[src/rtl/vga_timing_ctrl.sv]
// VGA raster timing generator: cascaded h/v pixel counters producing registered
// hsync, vsync, data-enable, pixel coordinates and line/frame start strobes.
//
// state    | meaning
// ---------+--------------------------------------------------------------
// ST_IDLE  | raster parked at (0,0), syncs inactive, de low
// ST_RUN   | raster advances one pixel per pix_ce, outputs follow (x,y)
module vga_timing_ctrl #(
    parameter int H_ACTIVE = 640,
    parameter int H_FP     = 16,
    parameter int H_SYNC   = 96,
    parameter int H_BP     = 48,
    parameter int V_ACTIVE = 480,
    parameter int V_FP     = 10,
    parameter int V_SYNC   = 2,
    parameter int V_BP     = 33,
    parameter bit HS_POL   = 1'b0,
    parameter bit VS_POL   = 1'b0,
    parameter int X_W      = 10,
    parameter int Y_W      = 10
) (
    input  logic           clk,
    input  logic           rst,
    input  logic           pix_ce,
    input  logic           run,
    output logic           hsync,
    output logic           vsync,
    output logic           de,
    output logic [X_W-1:0] x,
    output logic [Y_W-1:0] y,
    output logic           line_start,
    output logic           frame_start
);

    localparam int H_TOTAL = H_ACTIVE + H_FP + H_SYNC + H_BP;
    localparam int V_TOTAL = V_ACTIVE + V_FP + V_SYNC + V_BP;

    localparam logic [X_W-1:0] H_LAST  = X_W'(H_TOTAL - 1);
    localparam logic [X_W-1:0] H_ACT   = X_W'(H_ACTIVE);
    localparam logic [X_W-1:0] HS_BEG  = X_W'(H_ACTIVE + H_FP);
    localparam logic [X_W-1:0] HS_LAST = X_W'(H_ACTIVE + H_FP + H_SYNC - 1);
    localparam logic [Y_W-1:0] V_LAST  = Y_W'(V_TOTAL - 1);
    localparam logic [Y_W-1:0] V_ACT   = Y_W'(V_ACTIVE);
    localparam logic [Y_W-1:0] VS_BEG  = Y_W'(V_ACTIVE + V_FP);
    localparam logic [Y_W-1:0] VS_LAST = Y_W'(V_ACTIVE + V_FP + V_SYNC - 1);

    typedef enum logic {
        ST_IDLE,
        ST_RUN
    } state_t;

    state_t         state_q;
    logic [X_W-1:0] x_q;
    logic [Y_W-1:0] y_q;
    logic           hsync_q;
    logic           vsync_q;
    logic           de_q;
    logic           line_start_q;
    logic           frame_start_q;

    logic           x_last;
    logic           y_last;
    logic [X_W-1:0] x_d;
    logic [Y_W-1:0] y_d;

    function automatic logic hs_level(input logic [X_W-1:0] xv);
        return (xv >= HS_BEG && xv <= HS_LAST) ? HS_POL : ~HS_POL;
    endfunction

    function automatic logic vs_level(input logic [Y_W-1:0] yv);
        return (yv >= VS_BEG && yv <= VS_LAST) ? VS_POL : ~VS_POL;
    endfunction

    function automatic logic de_level(input logic [X_W-1:0] xv, input logic [Y_W-1:0] yv);
        return (xv < H_ACT) && (yv < V_ACT);
    endfunction

    // y only moves on the x wrap, so vsync (derived from y) spans whole lines
    always_comb begin
        x_last = (x_q == H_LAST);
        y_last = (y_q == V_LAST);
        x_d    = x_last ? '0 : x_q + X_W'(1);
        y_d    = y_q;
        if (x_last) begin
            y_d = y_last ? '0 : y_q + Y_W'(1);
        end
    end

    always_ff @(posedge clk) begin
        if (rst) begin
            state_q       <= ST_IDLE;
            x_q           <= '0;
            y_q           <= '0;
            hsync_q       <= ~HS_POL;
            vsync_q       <= ~VS_POL;
            de_q          <= 1'b0;
            line_start_q  <= 1'b0;
            frame_start_q <= 1'b0;
        end else begin
            line_start_q  <= 1'b0;
            frame_start_q <= 1'b0;
            if (!run) begin
                state_q <= ST_IDLE;
                x_q     <= '0;
                y_q     <= '0;
                hsync_q <= ~HS_POL;
                vsync_q <= ~VS_POL;
                de_q    <= 1'b0;
            end else if (state_q == ST_IDLE) begin
                if (pix_ce) begin
                    state_q       <= ST_RUN;
                    x_q           <= '0;
                    y_q           <= '0;
                    hsync_q       <= hs_level('0);
                    vsync_q       <= vs_level('0);
                    de_q          <= de_level('0, '0);
                    line_start_q  <= 1'b1;
                    frame_start_q <= 1'b1;
                end
            end else if (pix_ce) begin
                x_q           <= x_d;
                y_q           <= y_d;
                hsync_q       <= hs_level(x_d);
                vsync_q       <= vs_level(y_d);
                de_q          <= de_level(x_d, y_d);
                line_start_q  <= x_last;
                frame_start_q <= x_last && y_last;
            end
        end
    end

    assign hsync       = hsync_q;
    assign vsync       = vsync_q;
    assign de          = de_q;
    assign x           = x_q;
    assign y           = y_q;
    assign line_start  = line_start_q;
    assign frame_start = frame_start_q;

endmodule

[config.mk]
export PLATFORM = sky130hd
export DESIGN_NAME = vga_timing_ctrl
export DESIGN_NICKNAME = d
export VERILOG_FILES = /design/src/rtl/vga_timing_ctrl.sv
export SDC_FILE = /design/constraint.sdc
export NUM_CORES = 1
export LEC_CHECK = 0
export BUFFER_PORTS_ARGS = -buffer_cell sky130_fd_sc_hd__buf_2
export CORE_MARGIN = 2
export CORE_UTILIZATION = 50
export DETAILED_ROUTE_END_ITERATION = 8
export GPL_TIMING_DRIVEN = 0
export HOLD_SLACK_MARGIN = 0.08
export PLACE_DENSITY = 0.81
export SLEW_MARGIN = 20
export SYNTH_ARGS = -nofsm -noshare
export SYNTH_HDL_FRONTEND = slang
export SYNTH_SLANG_ARGS = --single-unit
[constraint.sdc]
create_clock -name clk -period 5.3 [get_ports clk]
set_clock_uncertainty 0.05 [all_clocks]
set_input_delay 0.265 -clock clk [delete_from_list [all_inputs] [get_ports clk]]
set_output_delay 0.265 -clock clk [all_outputs]
set_load 0.02 [all_outputs]
# Word level (Yosys, flattened, before mapping)
# Index checks and enable logic that the tools add are counted.
# classes
addsub	2
n_lt_le_gt_ge	6
eq_ne	2
n_mux	23
n_bitwise	1
reduce_logical	5
# ops
operator	n
$mux W10	8
$add A10 B1 Y10 const B	2
$eq A10 B10 Y1 const B	2
$mux W1	15
$ge A10 B10 Y1 const B	1
$ge A10 B9 Y1 const B	1
$le A10 B10 Y1 const B	1
$le A10 B9 Y1 const B	1
$lt A10 B10 Y1 const B	1
$lt A10 B9 Y1 const B	1
$logic_and A1 B1 Y1	4
$reduce_or A2 Y1	1
$not A1 Y1	1
# totals
ff_bits	26
in_bits	4
output_inout_bits	25
word_cells	47

# Depth between registers and ports, before layout
# Gate-level depths: netlist (run 1).
# logic_depth
ltp_word	8
ltp_mapped	9
mapped_depth_nobuf	8

# Worst setup path after synthesis (run 1)
# Ideal clock, no wire load.
# synth_path
path_kind	reg-to-reg
from	register x_q[0] (netlist: x[0])
to	register de_q (netlist: de)
setup_ps	73
t_arrival_ps	2039
required_ps	5177
setup_slack_ps	3138
stages_incl_launch_ff	10
n_path_buf	2
period_less_slack_ps	2162
path_cell_list	dfxtp_1 ha_1 and4_1 buf_2 and3_1 buf_4 and2_1 o2bb2ai_2 or3b_1 o22ai_2
# synth_via
elab_chain_len	6
elab_cells_between_ends	9
classes_between	1 x add/sub; 2 x order compare; 1 x eq/ne; 4 x mux; 1 x reduce/logical
# synth_lines
element	line_no	rtl
start, declared	53	logic [X_W-1:0] x_q;
start signal, assigned	92	x_q <= '0;
start signal, assigned	104	x_q <= '0;
start signal, assigned	112	x_q <= '0;
$add A10 B1 Y10 or $eq A10 B10 Y1 (tied branches)	82, 80	
$mux W10, on equally long branches	82, 84	
$lt A10 B10 Y1 or $lt A10 B9 Y1 (tied branches)	75	return (xv < H_ACT) && (yv < V_ACT);
$logic_and A1 B1 Y1 *	75	
$mux W1 *	120	end else if (pix_ce) begin
$mux W1 *	109	end else if (state_q == ST_IDLE) begin
end signal, assigned	116	de_q <= de_level('0, '0);
end signal, assigned	125	de_q <= de_level(x_d, y_d);
end, declared	57	logic de_q;
# Mark *: on every way between the ends. The rest lies on a longest branch, timed or not. The select of a mux whose other input is x is not followed.
# A chain may end at the register's enable or synchronous reset.

# Final worst setup path (run 1)
# layout_path
from	register y_q[0] (netlist: y[0])
to	register y_q[3] (netlist: y[3])
# layout_via
elab_chain_len	5
elab_cells_between_ends	6
classes_between	1 x add/sub; 1 x eq/ne; 4 x mux
# layout_lines
element	line_no	rtl
start, declared	54	logic [Y_W-1:0] y_q;
start signal, assigned	122	y_q <= y_d;
$add A10 B1 Y10 or $eq A10 B10 Y1 (tied branches)	85, 81	
$mux W10 *	85	y_d = y_last ? '0 : y_q + Y_W'(1);
$mux W10 *	84	if (x_last) begin
$mux W10 *	120	
$mux W10 *	109	
# Marks and branches as above.

==> impl_metrics.tcl, run 1 <==
set metrics [dict create \
    run_status "complete, no violations" \
    wirelength_um 4270 \
    grt_antenna_before_repair 0 \
    worstPathRequired_ps 5460 \
    util_after_layout_pct 61.2 \
    post_synth.cell_area_avg_sq_um 7.44 \
    worst-setup-path-type "register to register" \
    postSynth.asyncResetShare_pct 0 \
    grt_usage_pct 25.1 \
    synth_xor_xnor_area_share_pct 2.14 \
    timing.final.crit_share_pct 46.3 \
    crit_chain "inv_1 > ha_1 > nor4bb_1 > nand4_1 > o21ai_1 > o21ai_0 > a22oi_1 > nor2_1" \
    postSynth.topFlopCell "dfxtp_1" \
    cts_num_sinks 26 \
    die_w_um 61.2 \
    area_fraction_of_the_dominant_cell_type_after_synthesis_pct 31.8 \
    post-route-min-period_ps 2450 \
    netlist_instances 220 \
    yosys.area_share.simple_pct 32.3 \
    worst_ir_drop_vdd_uv 112 \
    postCtsSetupRepairBufs 0 \
    synth_commonest_cells "29 x a21oi_1, 28 x nor2_1, 26 x dfxtp_1" \
    combinational_family_with_the_most_area_after_synthesis "simple AND/OR/NAND/NOR gates" \
    route.layer.met1.wl_um 1880 \
    clock_tree.buffer_depth 2 \
    multiInputGateArea_sq_um 1020 \
    whs_ps 190 \
    cts_tree "built" \
    final_area_sq_um 1880 \
    route.antenna.remaining_nets 0 \
    area.sequential_sq_um 520 \
    synth_area_sq_um 1640 \
    floorplan.rows 20 \
    nFillCells 287 \
    dr.first_iter.drc_count 105 \
    share_of_the_synthesized_area_in_compound_gates_ao_oa_aoi_oai_pct 23.5 \
    topRoutingLayerUsed "met4" \
    design.portCount 29 \
    hold_start "rst" \
    worstSetupEndpointType "register" \
    worst_reg2reg_path_startpoint "y[0]$_SDFFE_PP0P_" \
    drive_above_1_share_pct 17.5 \
    routed_wire_length_per_instance_um 14.4 \
    min_delay_worst_endpoint "x[8]$_SDFFE_PP0P_" \
    num_antenna_cells 0 \
    total_clock_buffers_created_by_cts 3 \
    detailroute.wirelength.met3_um 369 \
    critical_path_cell_count 8 \
    final_hold_viol_count 0 \
    floorplan.initialDensity_pct 53.2 \
    clk-insertion-delay-late_ps 330 \
    clk_transition_reported_paths_ps 160 \
    synthesis.yosys.warnings 0 \
    detailed_place_hpwl_um 3050 \
    grt_max_degree 16 \
    cp_bufs_invs 1 \
    cts_root_buf "clkbuf_4" \
    cts_hold_repair.buffers 0 \
    first_pass_iters 4 \
    synthMostInstantiatedCell "a21oi_1" \
    synth.area.top_cells "dfxtp_1 32%, a21oi_1 8.9%, nor2_1 6.4%" \
    post-route-drc-count 0 \
    static-leakage-power_nw 0.722 \
    grt_pass1_wl_um 7080 \
    synth.net_count 228 \
    type_of_origin_of_the_critical_path "register" \
    synth.area.mux_share_pct 1.22 \
    slack_of_the_worst_reg_to_reg_path_ps 2850 \
    grt_setup_unrepaired "false" \
    cts_max_level 1 \
    cp_slowest_cell "o21ai_1" \
    layout-area-overhead-vs-synth_pct 15.1 \
    numPortBuffers 28 \
    synth-adder-area-share_pct 3.06 \
    timing.critical_path.arrival_ps 2620 \
    fmaxAchievable_mhz 408 \
    synth-edff-count 0 \
    synth_sequential_area_ratio_pct 31.8 \
    first_global_vias 1494 \
    floorplan.die.height_um 61.2 \
    grt_overflow 0 \
    dpl-instance-area_sq_um 1830 \
    core_region_area_sq_um 3080 \
    crit_path_max_incr_delay_ps 500 \
    worst_slew_margin_rel_pct 58.5 \
    final-setup-viol-count 0 \
    synth_seq_cells 26 \
    tightestPinTransition_ps 623 \
    setup_total_negative_slack_ps 0 \
    cts_resized 0 \
    route.met2.wl_um 1950 \
    avgViaCountPerCell 5.94 \
    worst_r2r_path_depth 8 \
    layout.nets 261 \
    die_area_sq_um 3750 \
    worst_hold_path_cell_count 3 \
    place.gp.congestion 0.891 \
    type_of_the_tightest_min_delay_check "primary input to register" \
    worst_path_dominant_cell_family "compound AO/OA/AOI/OAI gates" \
    yosys.area.top_type "dfxtp_1" \
    final_max_slew_viol_count 0 \
    powerDensity_nw_per_um2 192 \
    rr_endpoint "y[3]$_SDFFE_PP0P_" \
    critPathMaxFanout 7 \
    yosys.cell_types.count 47 \
    timing.max_cap.violations 0 \
    vias 1757 \
]
==> per-stage QoR <==
step           setup WS (ps)  instances  power, mW
2_1_floorplan           3140        220      0.217
3_5_place_dp            2910        292      0.226
3_3_place_gp            2990        292      0.225
5_1_grt                 2590        296      0.376
4_1_cts                 2870        296      0.365
6_report                2850        296      0.362
==> cell families (layout without fill, tap and decap cells) <==
| group | Yosys count | after routing |
|---|---|---|
| compound gates | 64 | 64 |
| xor+xnor | 4 | 4 |
| fa+ha+maj | 4 | 4 |
| buf+inv | 21 | 53 |
| flops | 26 | 26 |
| mux | 2 | 2 |
| simple gates | 99 | 99 |
==> worst reg2reg max path, stage by stage (launching register included) <==
cell	delay, ps
dfxtp_1	380
inv_1	110
ha_1	150
nor4bb_1	430
nand4_1	330
o21ai_1	500
o21ai_0	150
a22oi_1	190
nor2_1	60
==> layout make-up <==
type | instances | area share (%)
Buffer | 15 | 3.92
Clock buffer | 3 | 1.20
Clock inverter | 1 | 1.59
Inverter | 6 | 1.20
Multi-Input combinational cell | 173 | 54.1
Sequential cell | 26 | 27.6
Tap cell | 44 | 2.92
Timing Repair Buffer | 28 | 7.44
==> how the worst max path moves through the flow <==
stage                      start                end  slack [ps]
5_1_grt        y[1]$_SDFFE_PP0P_  y[2]$_SDFFE_PP0P_        2590
3_3_place_gp   y[0]$_SDFFE_PP0P_  y[6]$_SDFFE_PP0P_        2990
2_1_floorplan  x[0]$_SDFFE_PP0P_    de$_SDFFE_PP0P_        3140
6_report       y[0]$_SDFFE_PP0P_  y[3]$_SDFFE_PP0P_        2850
3_5_place_dp   y[0]$_SDFFE_PP0P_  y[6]$_SDFFE_PP0P_        2910
4_1_cts        y[0]$_SDFFE_PP0P_  y[6]$_SDFFE_PP0P_        2870
==> layer usage <==
layer | global-route usage (%) | vias to the layer above
met5 | 0 | -
met4 | 9.01 | 0
met3 | 3.36 | 9
met2 | 38.6 | 73
met1 | 36.0 | 807
li1 | - | 868
==> flip-flops by register name, indices dropped and copies added, names as in the netlist <==
register / cells
hsync: 1
x: 10
state_q: 1
y: 10
line_start: 1
vsync: 1
de: 1
frame_start: 1
==> where the power goes <==
| group | switching (mW) | internal (mW) |
|---|---|---|
| Sequential | 0.00138 | 0.197 |
| Combinational | 0.0169 | 0.00638 |
| Clock | 0.0638 | 0.0765 |
==> layout by cell type (no fill, tap or decap), types with 2 or more instances in the layout <==
cell      count
mux2i_1       2
xor2_1        3
nor3_1       10
buf_2        33
a31oi_1       5
nor2_1       28
dfxtp_1      26
nor4b_1       2
nand4_1       6
a22oi_1       2
nand2_1      15
o21ai_0      14
and2_1        4
and3_1        6
a211oi_1      2
clkbuf_4      3
nor4_1        3
nand2b_1      5
ha_1          4
a21oi_1      29
inv_1         6
clkbuf_1      8
nand3_1       9
and4_1        2
No activity file was read; power rests on OpenSTA's default activity.
==> run 2, diff against run 1 <==
--- a/config.mk
+++ b/config.mk
@@ -11,7 +11,7 @@
 export DETAILED_ROUTE_END_ITERATION = 8
 export GPL_TIMING_DRIVEN = 0
 export HOLD_SLACK_MARGIN = 0.08
-export PLACE_DENSITY = 0.81
+export PLACE_DENSITY = 0.83
 export SLEW_MARGIN = 20
 export SYNTH_ARGS = -nofsm -noshare
 export SYNTH_HDL_FRONTEND = slang
==> constraint.sdc (replaced) <==
create_clock -name clk -period 2 [get_ports clk]
set_clock_uncertainty 0.05 [all_clocks]
set_input_delay 0.1 -clock clk [delete_from_list [all_inputs] [get_ports clk]]
set_output_delay 0.1 -clock clk [all_outputs]
set_load 0.02 [all_outputs]
==> impl_metrics.tcl, run 2 (same netlist as run 1, synthesis figures left out) <==
set metrics [dict create \
    cts_num_sinks 26 \
    layout-area-overhead-vs-synth_pct 32.3 \
    final_area_sq_um 2160 \
    numPortBuffers 28 \
    clock_tree.buffer_depth 2 \
    fmaxAchievable_mhz 477 \
    worst_ir_drop_vdd_uv 277 \
    place.gp.congestion 0.916 \
    final-setup-viol-count 2 \
    setup_total_negative_slack_ps -126 \
    failed_checks "design-rule violations, negative setup slack" \
    worst-setup-path-type "register to register" \
    nFillCells 250 \
    floorplan.rows 20 \
    wirelength_um 5130 \
    worstSetupEndpointType "register" \
    clk_transition_reported_paths_ps 150 \
    leading_cell_types_in_the_layout_fill_and_taps_excluded "32 x buf_2, 27 x nor2_1, 26 x a21oi_1, 19 x buf_4, 18 x dfxtp_1" \
    type_of_the_tightest_min_delay_check "primary input to register" \
    total_clock_buffers_created_by_cts 3 \
    grt_usage_pct 27.3 \
    run_status "finished, violations left" \
    grt_overflow 0 \
    final_max_slew_viol_count 0 \
    powerDensity_nw_per_um2 385 \
    worstPathRequired_ps 2180 \
    die_area_sq_um 3750 \
    timing.critical_path.arrival_ps 2280 \
    tightestPinTransition_ps 615 \
    clk-insertion-delay-late_ps 330 \
    grt_antenna_before_repair 0 \
    p_total_mw 0.833 \
    num_antenna_cells 0 \
    grt_setup_unrepaired "true" \
    drive_above_1_share_pct 33.6 \
    post-route-worst-setup-slack_ps -94.6 \
    post-route-min-period_ps 2090 \
    mostFrequentLayoutCell "buf_2" \
    floorplan.die.height_um 61.2 \
    dr.first_iter.drc_count 195 \
    detailed_place_hpwl_um 3180 \
    floorplan.initialDensity_pct 53.2 \
    routed_wire_length_per_instance_um 16.3 \
    cts_max_level 1 \
    final_hold_viol_count 0 \
    cts_tree "built" \
    design.portCount 29 \
    avgViaCountPerCell 6.15 \
    core_region_area_sq_um 3080 \
    grt_pass1_wl_um 7670 \
    vias 1937 \
    die_w_um 61.2 \
    critPathMaxFanout 5 \
    static-leakage-power_nw 0.825 \
    whs_ps 133 \
    dpl-instance-area_sq_um 1850 \
    first_global_vias 1718 \
    first_pass_iters 6 \
    cts_root_buf "clkbuf_4" \
    grt_max_degree 15 \
    post-route-drc-count 1 \
    worst_slew_margin_rel_pct 59.0 \
    layout.nets 280 \
    type_of_origin_of_the_critical_path "register" \
    route.antenna.remaining_nets 0 \
    timing.final.crit_share_pct 105 \
    timing.max_cap.violations 0 \
]
[run 2: cell types whose count changed in the layout (fill, tap and decap cells not counted), moves of 3 or more]
cell and change:
o21ai_0 -4, dfxtp_1 -8, buf_6 +3, dfxtp_2 +4, a21oi_1 -3, buf_4 +18, dfxtp_4 +4, a21oi_2 +3
[run 2: critical path, cell delays in order (launching register included)]
cell and delay [ps]:
dfxtp_4 390, buf_4 120, ha_1 230, nand4_1 290, a211oi_2 260, a41oi_1 70
o22ai_1 240, o2111ai_1 150, o32a_1 190
[run 2: report_power, final]
part	leakage (nW)	internal (mW)	total, mW	switching [mW]
Sequential	0.215	0.518	0.522	0.00400
Clock	0.0154	0.0733	0.243	0.169
Combinational	0.594	0.0197	0.0684	0.0488
Total	0.825	0.611	0.833	0.222
[run 2: final timing paths]
check                                       start            endpoint  slack [ps]  cells past startpoint
worst max register to register  y[1]$_SDFFE_PP0P_  vsync$_SDFFE_PP1P_         -90                      8
worst min-delay path                          run   x[8]$_SDFFE_PP0P_         130                      3
worst min register to register  y[9]$_SDFFE_PP0P_   y[9]$_SDFFE_PP0P_         500                      2
worst max-delay path            y[1]$_SDFFE_PP0P_  vsync$_SDFFE_PP1P_         -90                      8
[run 2: metrics by stage]
stage          util [%]  cells  setup WS (ps)
2_1_floorplan         -    220           2.28
3_3_place_gp       60.2    292           -279
3_5_place_dp       60.2    292           -278
4_1_cts            66.3    310          0.750
5_1_grt            70.3    315           -174
6_report           70.3    315          -94.6
[run 2: final cells by class]
type                    count  area, sq um  area share, %
inverters                   6         22.5           1.04
flip-flops and latches     26          541           25.0
multi-input cells         173         1140           52.7
repair buffers             50          313           14.5
plain buffers              12         67.6           3.12
well taps                  44         55.1           2.54
clock inverters             1         3.75          0.173
clock buffers               3         22.5           1.04
[run 2: per-layer routing]
layer	part of all wire, %	vias up	global-route usage [%]
li1	-	907	-
met1	42	892	36.6
met2	47	124	42.6
met3	9.1	14	6.93
met4	2.6	0	9.94
met5	0	-	0
[run 2: what timing repair did]
| item | in CTS | in global routing |
|---|---|---|
| pin swaps | 6 | 11 |
| hold buffers | 1 | 0 |
| buffers inserted | 13 | 7 |
| hold endpoints to repair | 3 | 0 |
| endpoints found under the setup margin | 12 | 14 |
| gates resized for setup | 13 | 26 |
| cloned | 1 | 0 |
